`src/rtl/dec_trigger_ctl.sv`:
```
// Debug trigger CSRs, commit-time qualification with pair chaining, and TLU request FSM.
// Optional per-trigger saturating hit counters: `define TRIGGER_HIT_CNT_EN.
module dec_trigger_ctl #(
  parameter int NTRIG     = 4,
  parameter int HIT_CNT_W = 8
) (
  input  logic                  clk,
  input  logic                  rst_l,
  input  logic                  csr_wr_en,
  input  logic [1:0]            csr_addr,
  input  logic [31:0]           csr_wdata,
  output logic [31:0]           csr_rdata,
  input  logic                  dbg_mode,
  input  logic [NTRIG-1:0]      i0_trigger_match,
  input  logic                  i0_commit,
  output logic [NTRIG-1:0]      trig_select,
  output logic [NTRIG-1:0]      trig_match,
  output logic [NTRIG-1:0]      trig_execute,
  output logic [32*NTRIG-1:0]   trig_tdata2,
  output logic [NTRIG-1:0]      trig_hit,
  output logic                  trig_break_req,
  output logic                  trig_halt_req,
  input  logic                  trig_ack
);

  typedef enum logic {IDLE, REQ} state_t;

  logic [1:0]       tsel_q, tsel_d;
  logic [NTRIG-1:0] dmode_q, dmode_d;
  logic [NTRIG-1:0] hit_q, hit_d;
  logic [NTRIG-1:0] sel_q, sel_d;
  logic [NTRIG-1:0] act_q, act_d;
  logic [NTRIG-1:0] chain_q, chain_d;
  logic [NTRIG-1:0] mat_q, mat_d;
  logic [NTRIG-1:0] m_q, m_d;
  logic [NTRIG-1:0] exe_q, exe_d;
  logic [NTRIG-1:0] st_q, st_d;
  logic [NTRIG-1:0] ld_q, ld_d;
  logic [31:0]      td2_q [NTRIG];
  logic [31:0]      td2_d [NTRIG];

  state_t state_q, state_d;
  logic   halt_q, halt_d;

  logic [NTRIG-1:0] qual;
  logic [NTRIG-1:0] fire;
  logic             locked;
  logic             new_dmode;
  logic [31:0]      td1_rd;
  logic [31:0]      cnt_rd;

  assign qual = {NTRIG{i0_commit & ~dbg_mode}}
              & i0_trigger_match & m_q & exe_q;

  // Chained pairs fire together only when both halves match.
  assign fire[0] = chain_q[0] ? (qual[0] & qual[1]) : qual[0];
  assign fire[1] = chain_q[0] ? (qual[0] & qual[1]) : qual[1];
  assign fire[2] = chain_q[2] ? (qual[2] & qual[3]) : qual[2];
  assign fire[3] = chain_q[2] ? (qual[2] & qual[3]) : qual[3];

  assign locked    = dmode_q[tsel_q] & ~dbg_mode;
  assign new_dmode = dbg_mode ? csr_wdata[27] : dmode_q[tsel_q];

  always_comb begin
    tsel_d  = tsel_q;
    dmode_d = dmode_q;
    hit_d   = hit_q;
    sel_d   = sel_q;
    act_d   = act_q;
    chain_d = chain_q;
    mat_d   = mat_q;
    m_d     = m_q;
    exe_d   = exe_q;
    st_d    = st_q;
    ld_d    = ld_q;
    td2_d   = td2_q;
    if (csr_wr_en) begin
      unique case (csr_addr)
        2'd0: tsel_d = csr_wdata[1:0];
        2'd1: if (!locked) begin
          dmode_d[tsel_q] = new_dmode;
          hit_d[tsel_q]   = hit_q[tsel_q] & csr_wdata[20];
          sel_d[tsel_q]   = csr_wdata[19];
          act_d[tsel_q]   = csr_wdata[12] & new_dmode;
          chain_d[tsel_q] = csr_wdata[11] & ~tsel_q[0];
          mat_d[tsel_q]   = csr_wdata[7];
          m_d[tsel_q]     = csr_wdata[6];
          exe_d[tsel_q]   = csr_wdata[2];
          st_d[tsel_q]    = csr_wdata[1];
          ld_d[tsel_q]    = csr_wdata[0];
        end
        2'd2: if (!locked) td2_d[tsel_q] = csr_wdata;
        default: ;
      endcase
    end
    // A fire in the same cycle outranks a software clear.
    hit_d = hit_d | fire;
  end

  always_ff @(posedge clk or negedge rst_l) begin
    if (!rst_l) begin
      tsel_q  <= '0;
      dmode_q <= '0;
      hit_q   <= '0;
      sel_q   <= '0;
      act_q   <= '0;
      chain_q <= '0;
      mat_q   <= '0;
      m_q     <= '0;
      exe_q   <= '0;
      st_q    <= '0;
      ld_q    <= '0;
      for (int i = 0; i < NTRIG; i++) td2_q[i] <= '0;
    end else begin
      tsel_q  <= tsel_d;
      dmode_q <= dmode_d;
      hit_q   <= hit_d;
      sel_q   <= sel_d;
      act_q   <= act_d;
      chain_q <= chain_d;
      mat_q   <= mat_d;
      m_q     <= m_d;
      exe_q   <= exe_d;
      st_q    <= st_d;
      ld_q    <= ld_d;
      td2_q   <= td2_d;
    end
  end

`ifdef TRIGGER_HIT_CNT_EN
  logic [HIT_CNT_W-1:0] cnt_q [NTRIG];
  logic [HIT_CNT_W-1:0] cnt_d [NTRIG];

  always_comb begin
    for (int i = 0; i < NTRIG; i++) begin
      cnt_d[i] = cnt_q[i];
      if (csr_wr_en && csr_addr == 2'd3 && tsel_q == 2'(i))
        cnt_d[i] = '0;
      if (fire[i] && cnt_d[i] != '1)
        cnt_d[i] = cnt_d[i] + 1'b1;
    end
  end

  always_ff @(posedge clk or negedge rst_l) begin
    if (!rst_l) begin
      for (int i = 0; i < NTRIG; i++) cnt_q[i] <= '0;
    end else begin
      cnt_q <= cnt_d;
    end
  end

  assign cnt_rd = 32'(cnt_q[tsel_q]);
`else
  assign cnt_rd = 32'({HIT_CNT_W{1'b0}});
`endif

  assign td1_rd = {4'h2, dmode_q[tsel_q], 6'b0,
                   hit_q[tsel_q], sel_q[tsel_q], 6'b0,
                   act_q[tsel_q], chain_q[tsel_q], 3'b0,
                   mat_q[tsel_q], m_q[tsel_q], 3'b0,
                   exe_q[tsel_q], st_q[tsel_q], ld_q[tsel_q]};

  always_comb begin
    csr_rdata = '0;
    unique case (csr_addr)
      2'd0: csr_rdata = {30'b0, tsel_q};
      2'd1: csr_rdata = td1_rd;
      2'd2: csr_rdata = td2_q[tsel_q];
      2'd3: csr_rdata = cnt_rd;
      default: ;
    endcase
  end

  always_ff @(posedge clk or negedge rst_l) begin
    if (!rst_l) begin
      state_q <= IDLE;
      halt_q  <= 1'b0;
    end else begin
      state_q <= state_d;
      halt_q  <= halt_d;
    end
  end

  // Request kind is latched on entry; fires while pending only set hit bits.
  always_comb begin
    state_d = state_q;
    halt_d  = halt_q;
    unique case (state_q)
      IDLE: if (|fire) begin
        state_d = REQ;
        halt_d  = |(fire & act_q);
      end
      REQ: if (trig_ack) state_d = IDLE;
      default: state_d = IDLE;
    endcase
  end

  always_comb begin
    trig_break_req = (state_q == REQ) & ~halt_q;
    trig_halt_req  = (state_q == REQ) &  halt_q;
  end

  assign trig_select  = sel_q;
  assign trig_match   = mat_q;
  assign trig_execute = exe_q;
  assign trig_hit     = hit_q;

  always_comb begin
    for (int i = 0; i < NTRIG; i++) trig_tdata2[32*i +: 32] = td2_q[i];
  end

endmodule

```
`config.mk`:
```
export PLATFORM = sky130hd
export DESIGN_NAME = dec_trigger_ctl
export DESIGN_NICKNAME = d
export VERILOG_FILES = /design/src/rtl/dec_trigger_ctl.sv
export SDC_FILE = /design/constraint.sdc
export NUM_CORES = 1
export LEC_CHECK = 0
export BUFFER_PORTS_ARGS = -buffer_cell sky130_fd_sc_hd__buf_2
export CORE_MARGIN = 10
export CORE_UTILIZATION = 57
export DETAILED_ROUTE_END_ITERATION = 6
export PLACE_DENSITY_LB_ADDON = 0.1
export REMOVE_ABC_BUFFERS = 1
export SYNTH_ARGS = -nofsm -noshare
export SYNTH_HDL_FRONTEND = slang
export SYNTH_SLANG_ARGS = --single-unit
```
`constraint.sdc`:
```
create_clock -name clk -period 5.3 [get_ports clk]
set_input_delay 1.325 -clock clk [delete_from_list [all_inputs] [get_ports clk]]
set_output_delay 1.325 -clock clk [all_outputs]
set_load 0.03 [all_outputs]
```
-- Word level (Yosys, flattened, before mapping)
Index checks and enable logic that the tools add are counted.
- register bits: 172
- output and inout port bits: 178
- $lt $le $gt $ge: 4
- equality and inequality tests: 3
- mux-type cells: 50
- bitwise gates (word level): 20
- reductions and logical operators: 9
- operators by type and width (operator ; count):
    128-bit bitwise mux ; 1
    32-bit one-hot mux with 4 select lines ; 1
    32-bit two-way mux ; 3
    32-bit binary-select mux with 2-bit select ; 1
    32-bit demux with 2-bit select ; 1
    4-bit bitwise mux ; 10
    1-bit binary-select mux with 2-bit select ; 10
    1-bit two-way mux ; 18
    4-bit bitwise AND ; 4
    4-bit two-way mux ; 3
    1-bit bitwise AND ; 9
    4-bit OR reduction ; 2
    3-bit AND reduction ; 2
    1-bit inverter ; 5
    2-bit equality test, second input constant ; 2
    4-bit bitwise OR ; 1
    2-bit AND reduction ; 2
    3-bit >= comparator, second input constant ; 1
    2-bit by 3-bit < comparator with 1-bit output, second input constant ; 1
    3-bit by 1-bit < comparator with 1-bit output, second input constant ; 1
    2-bit inverter with 3-bit output ; 1
    1-bit demux with 2-bit select ; 1
    2-bit by 1-bit equality test with 1-bit output, second input constant ; 1
    2-bit by 1-bit >= comparator with 1-bit output, second input constant ; 1
    other kinds (3) ; 4

-- Depth between registers and ports, before layout
- depth after elaboration: 10
- depth in mapped cells: 6
- depth with buffers taken out: 4

-- Worst setup path after synthesis
OpenSTA, ideal clock, no wires.
- kind: input port to output port
- start point: input port csr_addr[0]
- end point: output port csr_rdata[1]
- arrival: 2323 ps
- data required time: 3975 ps
- setup slack: 1652 ps
- stages: 3
- buffers on the path: 1
- cells stage by stage: clkbuf_1 -> mux2i_1 -> o21ai_0
- word-level cells in the longest chain between the ends: 2
- elaborated cells between the ends (all ways): 5
- classes of those cells: eq/ne (3); mux (1); reduce/logical (1)
- ends and longest elaborated chain (item ; line ; source):
    start, declared ; 10 ; input logic [1:0] csr_addr,
    2-bit equality test, or another cell as far along ; 165 ; unique case (csr_addr)
    32-bit one-hot mux with 4 select lines * ; 165 ;
    end, declared ; 12 ; output logic [31:0] csr_rdata,
Every way passes the cells marked *; elsewhere a longest branch is shown, timed or not.

-- Worst setup path in the final report
- start point: register tsel_q[0]
- end point: output port csr_rdata[11]
- word-level cells in the longest chain between the ends: 5
- elaborated cells between the ends (all ways): 7
- classes of those cells: mux (6); bitwise (1)
- ends and longest elaborated chain (item ; line ; source):
    start, declared ; 28 ; logic [1:0] tsel_q, tsel_d;
    start signal, assigned ; 115 ; tsel_q <= tsel_d;
    2-bit inverter with 3-bit output (implied by the code) ; 168 ; 2'd2: csr_rdata = td2_q[tsel_q];
    32-bit binary-select mux with 2-bit select ; 168 ;
    32-bit two-way mux (implied by the code) (2 in a row) ; 168 ;
    32-bit one-hot mux with 4 select lines * ; 165 ;
Every way passes the cells marked *; elsewhere a longest branch is shown, timed or not. The select of a mux whose other input is x is not followed.

==> impl_metrics.csv <==
group,metric,value,unit
clock_tree,clk_pin_slew,0.06,ns
hold_path,hold_path_end,"dmode_q[0]",
global_routing,antenna_found_initial,3,
synth,synth_common_cells,"dfrtp_1, mux2_2, mux4_2",
hold_path,whs_path_depth,2,
timing,fin_setup_tns,0,ns
flow_run,drv_cap,0,
worst_setup_path,critical_path_class,"flop to primary output",
timing,fin_crit_sh,0.7696,
power_and_ir_drop,power_density,667.1,mW/mm²
synth,avgSynthCellArea,15.18,µm²
synth,synth_largest_area_cell,"dfrtp_1",
place,port_buffers,221,
worst_setup_path,cp.required,3.97,ns
global_routing,grt_pass1_vias,5968,
drt,firstDrtPassIters,4,
clock_tree,clock_sink_count,172,
place,dp_slack,1.245,ns
finish,final_layout_size_suffix_gt1_frac,0.6069,
synth,synth_flop_cell,"dfrtp_1",
finish,fillers,938,
clock_tree,holdBufCountCts,0,
timing,max_slew_margin,0.2545,
finish,multi_input_area,0.003418,mm²
finish,register_area,0.004309,mm²
global_routing,grt_overflow_total,0,
floorplan,dieArea,0.01898,mm²
clock_tree,clock_path_buffers,2,
synth,syn_inst,521,
synth,synthDominantCellAreaShare,0.5443,
global_routing,grt_pass1_wl,33620,µm
timing,fin_crit,4.079,ns
synth,syn-cell-area,0.007908,mm²
floorplan,ios,222,
finish,largest_reg_flops,128,
finish,fin_nets,787,
synth,synth.distinct_cells,39,
synth,yosysSeqAreaShare,0.5443,
clock_tree,cts_inserted_buffers,17,
timing,setup_ws,1.221,ns
place,hpwl,15480,µm
synth,synthTopCellsByArea,"dfrtp_1, mux2_2, mux4_2",
synth,ys_warn_count,0,
worst_setup_path,critPathLaunchType,"flop",
timing,skew,0.004713,ns
worst_setup_path,critPathSlowestCell,"dfrtp_4",
synth,synth_edf_count,0,
clock_tree,cts-root-buf,"clkbuf_16",
timing,fmax,0.2452,GHz
worst_setup_path,arrival,2.75,ns
clock_tree,insertion_delay,0.43,ns
global_routing,grt_max_degree,99,
worst_setup_path,worstPathCellList,"buf_4 -> mux4_2 -> a22o_1 -> buf_2",
place,place_area,0.009188,mm²
drt,viasPerCell,5.892,
drt,ant_nets,0,
worst_setup_path,cpPeakStageDelay,0.70,ns
floorplan,die_w,137.8,µm
clock_tree,cts_tree,"yes",
worst_setup_path,cp_top_family,"buffers and inverters",
run_status,outcome,"complete, no violations",
worst_setup_path,ff2ff_setup_slack,1.80,ns
global_routing,grt_use_total,0.2332,
clock_tree,htree_levels,4,
drt,remaining_drc_errors,0,
floorplan,num_rows,42,
timing,report.final.slew_viol_count,0,
timing,grt_setup_unrepaired,"false",
drt,wire_per_inst,23.19,µm
finish,area_growth_syn_to_layout,24.03,%
worst_setup_path,crit_buf_inv,2,
power_and_ir_drop,vdd_drop_max,0.0004221,V
worst_setup_path,crit_fanout,30,
worst_setup_path,r2r_end,"trig_tdata2[96]",
timing,setup_viol,0,
drt,routed_wl,21560,µm
place,gp_congestion,0.8377,
worst_setup_path,r2r-start,"tsel_q[1]",
synth,synth_most_common_cell,"dfrtp_1",
floorplan,initial_utilization,0.5901,
synth,async_flop_share,1.000,
worst_setup_path,r2r.worst_path.cells,5,
drt,drt_iter0_markers,313,
clock_tree,post_cts_buffers,0,
timing,worstMarginPinSlew,1.116,ns
synth,ys_ff_latch,172,
floorplan,die_h,137.8,µm
floorplan,core-area,0.01340,mm²
power_and_ir_drop,cellLeakagePower,4.653,nW
worst_setup_path,end_kind,"primary output",
clock_tree,cts_resized,0,
timing,hold_ws,0.4890,ns
hold_path,hold_class,"flop to flop",
finish,final_area,0.009808,mm²
hold_path,min-delay-start,"dmode_q[0]",
finish,utilization,0.7319,
timing,hold_viol,0,
drt,dr_total_vias,5480,
-- routing by layer --
layer	global-route usage	wire, µm	up-vias	share of wire
met4	0.07706	351	2	0.016
met1	0.2613	7972	2841	0.37
met2	0.4002	11180	222	0.52
li1	-	-	2385	-
met5	0	13	-	0.00060
met3	0.09031	2046	30	0.095
-- worst max-delay path by stage --
stage	endpoint	slack (ns)	startpoint	cells past startpoint
2_1_floorplan	trig_tdata2[33]	0.75	tsel_q[0]	4
3_3_place_gp	csr_rdata[11]	1.28	csr_addr[0]	4
3_5_place_dp	csr_rdata[11]	1.25	csr_addr[0]	4
4_1_cts	csr_rdata[11]	1.15	tsel_q[0]	4
5_1_grt	csr_rdata[11]	1.04	tsel_q[0]	4
6_report	csr_rdata[11]	1.22	tsel_q[0]	4
-- where the power goes --
| group | switching [mW] | internal (mW) | total, mW |
|---|---|---|---|
| clock | 0.484 | 0.839 | 1.32 |
| combinational | 1.77 | 1.11 | 2.87 |
| sequential | 0.464 | 1.88 | 2.35 |
-- through the flow --
step,cells,total power [mW]
4_1_cts,929,6.605
3_5_place_dp,900,5.271
2_1_floorplan,490,4.285
5_1_grt,930,6.863
3_3_place_gp,900,5.183
6_report,930,6.543
-- cells in the final DEF (no fill, tap or decap), drive strengths merged, types with 9 or more instances in the layout --
| cell | Yosys | routed |
|---|---|---|
| nand2 | 16 | 16 |
| dfrtp | 172 | 172 |
| o21ai | 10 | 10 |
| mux2 | 154 | 154 |
| clkbuf | 14 | 21 |
| and2 | 23 | 23 |
| mux4 | 41 | 41 |
| buf | 17 | 234 |
| nor2 | 9 | 9 |
-- tightest hold or removal path: cells and delay by family, from the launching register on --
| family | cells | cell delay, ns |
|---|---|---|
| AO/OA/AOI/OAI | 1 | 0.06 |
| flip-flops | 1 | 0.34 |
| AND/OR/NAND/NOR | 1 | 0.05 |
-- kinds of logic after synthesis --
kind of cell	after synthesis	synth area share
muxes	199	0.3411
DFF	172	0.5443
and+or+nand+nor	66	0.04573
buffers and inverters	39	0.02626
AOI/OAI and AO/OA	45	0.04257
-- final cells by class --
class	count	share of cell area
Antenna cell	1	0.0002551
Tap cell	176	0.02245
Timing Repair Buffer	234	0.1234
Clock inverter	8	0.01709
Clock buffer	21	0.04592
Multi-Input combinational cell	310	0.3485
Inverter	8	0.003062
Sequential cell	172	0.4393
Note: power is estimated with default switching activity, not from simulation.
